File: config.mk
export PLATFORM = sky130hd
export DESIGN_NAME = move_player
export DESIGN_NICKNAME = d
export VERILOG_FILES = /design/src/rtl/move_player.sv
export SDC_FILE = /design/constraint.sdc
export NUM_CORES = 1
export LEC_CHECK = 0
export ABC_AREA = 1
export CAP_MARGIN = 20
export CELL_PAD_IN_SITES_DETAIL_PLACEMENT = 1
export CELL_PAD_IN_SITES_GLOBAL_PLACEMENT = 2
export CORE_MARGIN = 2
export CORE_UTILIZATION = 27
export DETAILED_ROUTE_END_ITERATION = 10
export PLACE_DENSITY = 0.79
export SYNTH_ARGS = -nofsm -noshare
export SYNTH_HDL_FRONTEND = slang
export SYNTH_SLANG_ARGS = --single-unit
File: constraint.sdc
create_clock -name clk -period 2.3 [get_ports clk]
set_clock_uncertainty 0.1 [all_clocks]
set_input_delay 0.345 -clock clk [delete_from_list [all_inputs] [get_ports clk]]
set_output_delay 0.345 -clock clk [all_outputs]
set_load 0.05 [all_outputs]
File: src/rtl/move_player.sv
`default_nettype none
// move_player: replays the solver's packed 2-bit move list into the board datapath,
// either auto-played at a fixed tick rate or single-stepped by push button.
module move_player #(
    parameter  int TICK_W     = 12,
    parameter  int STEP_TICKS = 256,
    parameter  int MAX_MOVES  = 32,
    localparam int IDX_W      = $clog2(MAX_MOVES),
    localparam int CNT_W      = $clog2(MAX_MOVES + 1)
) (
    input  logic                   clk,
    input  logic                   rst_n,
    input  logic                   comp,
    input  logic [CNT_W-1:0]       cnt,
    input  logic [2*MAX_MOVES-1:0] ord,
    input  logic                   btn_play,
    input  logic                   btn_step,
    input  logic                   btn_rew,
    input  logic                   mv_ready,
    output logic                   mv_valid,
    output logic [1:0]             mv_dir,
    output logic [IDX_W-1:0]       mv_idx,
    output logic [IDX_W-1:0]       num,
    output logic                   playing,
    output logic                   done,
    output logic                   rew_pulse
);

    typedef enum logic [2:0] {
        S_IDLE  = 3'd0,
        S_PAUSE = 3'd1,
        S_WAIT  = 3'd2,
        S_ISSUE = 3'd3,
        S_DONE  = 3'd4
    } state_t;

    localparam logic [15:0]      STEP_LAST = 16'(STEP_TICKS - 1);
    localparam logic [CNT_W-1:0] CE_MAX    = CNT_W'(MAX_MOVES);

    state_t             state_q, state_d;
    logic [TICK_W-1:0]  presc_q;
    logic [15:0]        step_q, step_d;
    logic [CNT_W-1:0]   num_q, num_d;
    logic [2:0]         flag_q, flag_d;
    logic               playing_q, playing_d;
    logic               rew_pend_q, rew_pend_d;
    logic               mv_valid_q, mv_valid_d;
    logic [1:0]         mv_dir_q, mv_dir_d;
    logic [IDX_W-1:0]   mv_idx_q, mv_idx_d;
    logic               rew_pulse_q, rew_pulse_d;
    logic               go_issue;

    logic               tick;
    logic [2:0]         btn_vec;
    logic [2:0]         edge_raw;
    logic               e_rew, e_play, e_step;
    logic [CNT_W-1:0]   ce;
    logic [CNT_W-1:0]   num_inc;
    logic               hs;
    logic [1:0]         cur_dir;

    assign tick     = &presc_q;
    assign btn_vec  = {btn_rew, btn_play, btn_step};
    assign edge_raw = {3{tick}} & btn_vec & ~flag_q;
    // Flags track every button even when a higher-priority edge wins the tick.
    assign flag_d   = tick ? btn_vec : flag_q;
    assign e_rew    = edge_raw[2];
    assign e_play   = edge_raw[1] & ~edge_raw[2];
    assign e_step   = edge_raw[0] & ~(|edge_raw[2:1]);
    assign ce       = (cnt > CE_MAX) ? CE_MAX : cnt;
    assign num_inc  = num_q + 1'b1;
    assign hs       = mv_valid_q & mv_ready;
    assign cur_dir  = ord[2*num_q[IDX_W-1:0] +: 2];

    always_ff @(posedge clk or negedge rst_n) begin
        if (!rst_n) begin
            presc_q <= '0;
        end else begin
            presc_q <= presc_q + 1'b1;
        end
    end

    always_ff @(posedge clk or negedge rst_n) begin
        if (!rst_n) begin
            state_q     <= S_IDLE;
            step_q      <= '0;
            num_q       <= '0;
            flag_q      <= '0;
            playing_q   <= 1'b0;
            rew_pend_q  <= 1'b0;
            mv_valid_q  <= 1'b0;
            mv_dir_q    <= '0;
            mv_idx_q    <= '0;
            rew_pulse_q <= 1'b0;
        end else begin
            state_q     <= state_d;
            step_q      <= step_d;
            num_q       <= num_d;
            flag_q      <= flag_d;
            playing_q   <= playing_d;
            rew_pend_q  <= rew_pend_d;
            mv_valid_q  <= mv_valid_d;
            mv_dir_q    <= mv_dir_d;
            mv_idx_q    <= mv_idx_d;
            rew_pulse_q <= rew_pulse_d;
        end
    end

    always_comb begin
        state_d     = state_q;
        step_d      = step_q;
        num_d       = num_q;
        playing_d   = playing_q;
        rew_pend_d  = rew_pend_q;
        mv_valid_d  = mv_valid_q;
        mv_dir_d    = mv_dir_q;
        mv_idx_d    = mv_idx_q;
        rew_pulse_d = 1'b0;
        go_issue    = 1'b0;

        if (!comp) begin
            state_d    = S_IDLE;
            step_d     = '0;
            num_d      = '0;
            playing_d  = 1'b0;
            rew_pend_d = 1'b0;
            mv_valid_d = 1'b0;
            mv_dir_d   = '0;
            mv_idx_d   = '0;
        end else begin
            unique case (state_q)
                S_IDLE: begin
                    state_d = (ce == '0) ? S_DONE : S_PAUSE;
                end
                S_PAUSE: begin
                    if (e_rew) begin
                        num_d       = '0;
                        rew_pulse_d = 1'b1;
                    end else if (e_play) begin
                        state_d   = S_WAIT;
                        playing_d = 1'b1;
                        step_d    = '0;
                    end else if (e_step) begin
                        go_issue = 1'b1;
                    end
                end
                S_WAIT: begin
                    if (e_rew) begin
                        state_d     = S_PAUSE;
                        playing_d   = 1'b0;
                        num_d       = '0;
                        step_d      = '0;
                        rew_pulse_d = 1'b1;
                    end else if (e_play) begin
                        state_d   = S_PAUSE;
                        playing_d = 1'b0;
                        step_d    = '0;
                    end else if (tick) begin
                        if (step_q == STEP_LAST) begin
                            go_issue = 1'b1;
                        end else begin
                            step_d = step_q + 16'd1;
                        end
                    end
                end
                S_ISSUE: begin
                    if (e_rew) begin
                        rew_pend_d = 1'b1;
                    end
                    if (e_play) begin
                        playing_d = ~playing_q;
                    end
                    if (hs) begin
                        mv_valid_d = 1'b0;
                        rew_pend_d = 1'b0;
                        if (rew_pend_q || e_rew) begin
                            state_d     = S_PAUSE;
                            num_d       = '0;
                            playing_d   = 1'b0;
                            rew_pulse_d = 1'b1;
                        end else begin
                            num_d = num_inc;
                            if (num_inc == ce) begin
                                state_d   = S_DONE;
                                playing_d = 1'b0;
                            end else if (playing_d) begin
                                state_d = S_WAIT;
                                step_d  = '0;
                            end else begin
                                state_d = S_PAUSE;
                            end
                        end
                    end
                end
                S_DONE: begin
                    // An empty list has nothing to replay, so a rewind stays in DONE.
                    if (e_rew) begin
                        num_d       = '0;
                        rew_pulse_d = 1'b1;
                        state_d     = (ce == '0) ? S_DONE : S_PAUSE;
                    end
                end
                default: begin
                    state_d = S_IDLE;
                end
            endcase
        end

        if (go_issue) begin
            state_d    = S_ISSUE;
            step_d     = '0;
            mv_valid_d = 1'b1;
            mv_dir_d   = cur_dir;
            mv_idx_d   = num_q[IDX_W-1:0];
        end
    end

    assign mv_valid  = mv_valid_q;
    assign mv_dir    = mv_dir_q;
    assign mv_idx    = mv_idx_q;
    // Display index wraps to 0 only when a full MAX_MOVES list completes.
    assign num       = num_q[IDX_W-1:0];
    assign playing   = playing_q;
    assign done      = (state_q == S_DONE);
    assign rew_pulse = rew_pulse_q;

endmodule
`default_nettype wire

==> metrics.yaml <==
place:
  gp_congestion: 0.8038
  port_buffers: 92
  dpl.hpwl_mm: 9.805
yosys:
  ys.flop_type: "dfrtp_1"
  post-synth-top-count-cell: "nand2_1"
  synth-seq-cells: 51
  synthCells: 553
  yosys-top-cells-area: "dfrtp_1 (33%), nand2_1 (16%), nand3_1 (9.3%), nor2_1 (5.0%), inv_1 (4.5%)"
  synth_top_area_share_pct: 33.49
  synth_edf_count: 0
  synthArstFlopShare_pct: 100.0
  ys_warn_count: 0
  syn-cell-area_um2: 3811
  synth.avg_cell_area_um2: 6.892
  synth_common_cells: "nand2_1 (167), nand3_1 (71), dfrtp_1 (51), nor2_1 (51), inv_1 (46)"
  yosysTopAreaCell: "dfrtp_1"
  synthesis.nets: 633
  ys_seq_area_share_pct: 33.49
  synthDistinctLibCells: 40
critical_path:
  setup.worst_path.class: "reg2reg"
  rr_startpoint: "presc_q[0]"
  path_cells: "ha_2 > nand3_2 > inv_2 > nand2_4 > nor2_4 > buf_12 > nand3_4 > inv_4 > nand2_2 > nand2_1 > nand2_1 > nand2_4 > nand3_2 > nor2_2 > a21boi_1"
  end_kind: "flop"
  rrSetupSlack_ns: 0.14
  max_stage_delay_ns: 0.36
  crit_slowest_cell: "dfrtp_1"
  crit_path_start_kind: "flop"
  critPathArrivalTime_ns: 2.23
  worst_r2r_path_depth: 15
  worstPathMaxFanout: 5
  reg2reg_to: "state_q[0]"
  cp.required_ns: 2.38
clock_tree:
  clk_latency_ns: 0.29
  cts.reportedPaths.clkPinSlew_ns: 0.07
  h-tree-depth: 2
  cts.sinks: 51
  cts_tree: "done"
  clk_path_buf_depth: 2
  cts_root_buffer: "clkbuf_16"
  cts-buffers-inserted: 5
min_path:
  whs_path_depth: 1
  hold_class: "reg2reg"
  hp-start: "presc_q[9]"
  min_to: "presc_q[9]"
route:
  postRouteAntennaNets: 0
  drc: 0
  wire_per_inst_um: 15.40
  drt_wl_total_mm: 13.12
  drtIter0Drc: 213
  viasPerCell: 4.808
  first_pass_iters: 4
  vias: 4096
power_and_ir_drop:
  p_total_uw: 3721
  ir_drop_uv: 373.4
  p_per_area_nw_per_um2: 675.5
  p_leak_uw: 0.002520
cells_and_area:
  area_growth_pct: 44.52
  n_antenna_cell: 0
  nNetsFinal: 751
  final_core_util_pct: 39.83
  drive_gt1_share_pct: 15.92
  fill_cells: 1723
  seqCellArea_um2: 1279
  multi_input_area_um2: 2260
floorplan:
  die_h_um: 122.8
  start_util_pct: 27.56
  dieArea_um2: 15080
  coreArea_um2: 13830
  row_count: 43
  io_pins: 93
  dieWidth_um: 122.8
timing:
  hold_violations: 0
  tightestPinTransition_ns: 0.5584
  setup_viol: 0
  period_needed_ns: 2.157
  rsz0062_at_grt: "true"
  post-route-period-util_pct: 93.80
  fmax_mhz: 463.5
  maxSlewHeadroom_pct: 62.66
  slew_viol_final: 0
global_routing:
  grt_max_degree: 34
  grt_pass1_wl_mm: 21.60
  grt_pass1_vias: 4302
  grt_overflow: 0
  antenna_found_initial: 0
  grt_usage_pct: 17.70
status:
  status: "finished clean"
run:
  timing.max_cap.violations: 0
[cell type report]
cell class	count	share of cell area, %
sequential	51	23.22
multi-input combinational	425	41.03
inverter	51	3.521
clock inverter	3	0.8405
tap	180	4.089
clock buffer	5	2.272
timing repair buffer	137	25.03
[flip-flops by register name, indices dropped and copies added (netlist names)]
name,cells
step_q,16
presc_q,12
num_q,6
mv_idx,5
flag_q,3
state_q,3
mv_dir,2
mv_valid,1
playing,1
rew_pend_q,1
rew_pulse,1
[per-stage QoR]
stage           TNS, ns  worst slack [ns]  hold WS, ns  std cells  area, um^2
5_1_grt        -0.09839          -0.03896       0.4000        852        5508
3_3_place_gp    -0.1923          -0.02672       0.2575        839        5162
4_1_cts               0           0.03585       0.3821        849        5374
6_report              0            0.1426       0.3773        852        5508
3_5_place_dp     -1.003          -0.09574       0.2653        839        5162
2_1_floorplan         0            0.1705     -0.05059        553        3811
[worst max-delay path: cells and delay by family, from the launching register on]
family	cells	cell delay (ns)
compound gates	1	0.08
simple gates	10	1.01
buf+inv	3	0.29
flops	1	0.36
fa+ha+maj	1	0.19
[logic make-up after synthesis]
group | share of synthesized area (%)
adder cells (fa/ha/maj) | 0.9850
AND/OR/NAND/NOR | 40.05
XOR/XNOR | 4.826
multiplexers | 0.2627
AO/OA/AOI/OAI | 10.64
flip-flops | 33.49
buffers and inverters | 9.750
[how the worst max path moves through the flow]
stage | start | end | slack, ns | depth (start not counted)
after floorplan | presc_q[0] | step_q[7] | 0.17 | 17
after global placement | cnt[5] | step_q[4] | -0.03 | 14
after detailed placement | cnt[5] | step_q[3] | -0.1 | 14
after CTS | presc_q[0] | state_q[0] | 0.04 | 14
after global routing | presc_q[0] | state_q[0] | -0.04 | 17
final | presc_q[0] | state_q[0] | 0.14 | 15
[metal layers]
metal / vias up / wire (um) / global-route usage [%]
met3: 7 / 718 / 3.113
met1: 1963 / 6304 / 23.81
met4: 0 / 85 / 2.658
met2: 84 / 6014 / 30.18
met5: - / 0 / 0
li1: 2042 / - / -
[placed cells by master, fill, tap and decap left out, types with 9 or more instances in the layout]
cell	Yosys	layout
xor2_1	14	14
buf_4	6	36
nand3_1	71	67
buf_12	1	10
nor2_1	51	46
o21ai_0	12	12
dfrtp_1	51	49
inv_1	46	45
a21oi_1	23	22
clkdlybuf4s50_1	0	87
nand4_1	9	9
nand2_1	167	164
nand2_2	12	14
nor3_1	9	9
a22oi_1	9	9
[what timing repair did]
action                     4_1_cts  5_1_grt
buffers inserted                 1        3
resized for setup                2       27
cloned                           0        0
setup endpoints to repair       22       27
hold buffers                     1        0
pin swaps                        1        5
hold endpoints to repair        22        0
[where the power goes]
part / internal (uW) / total [uW] / switching (uW)
logic: 751 / 1850 / 1100
registers: 944 / 996 / 51.4
clock network: 518 / 877 / 359
total: 2210 / 3720 / 1510
Power figures use the tool's default switching activity.
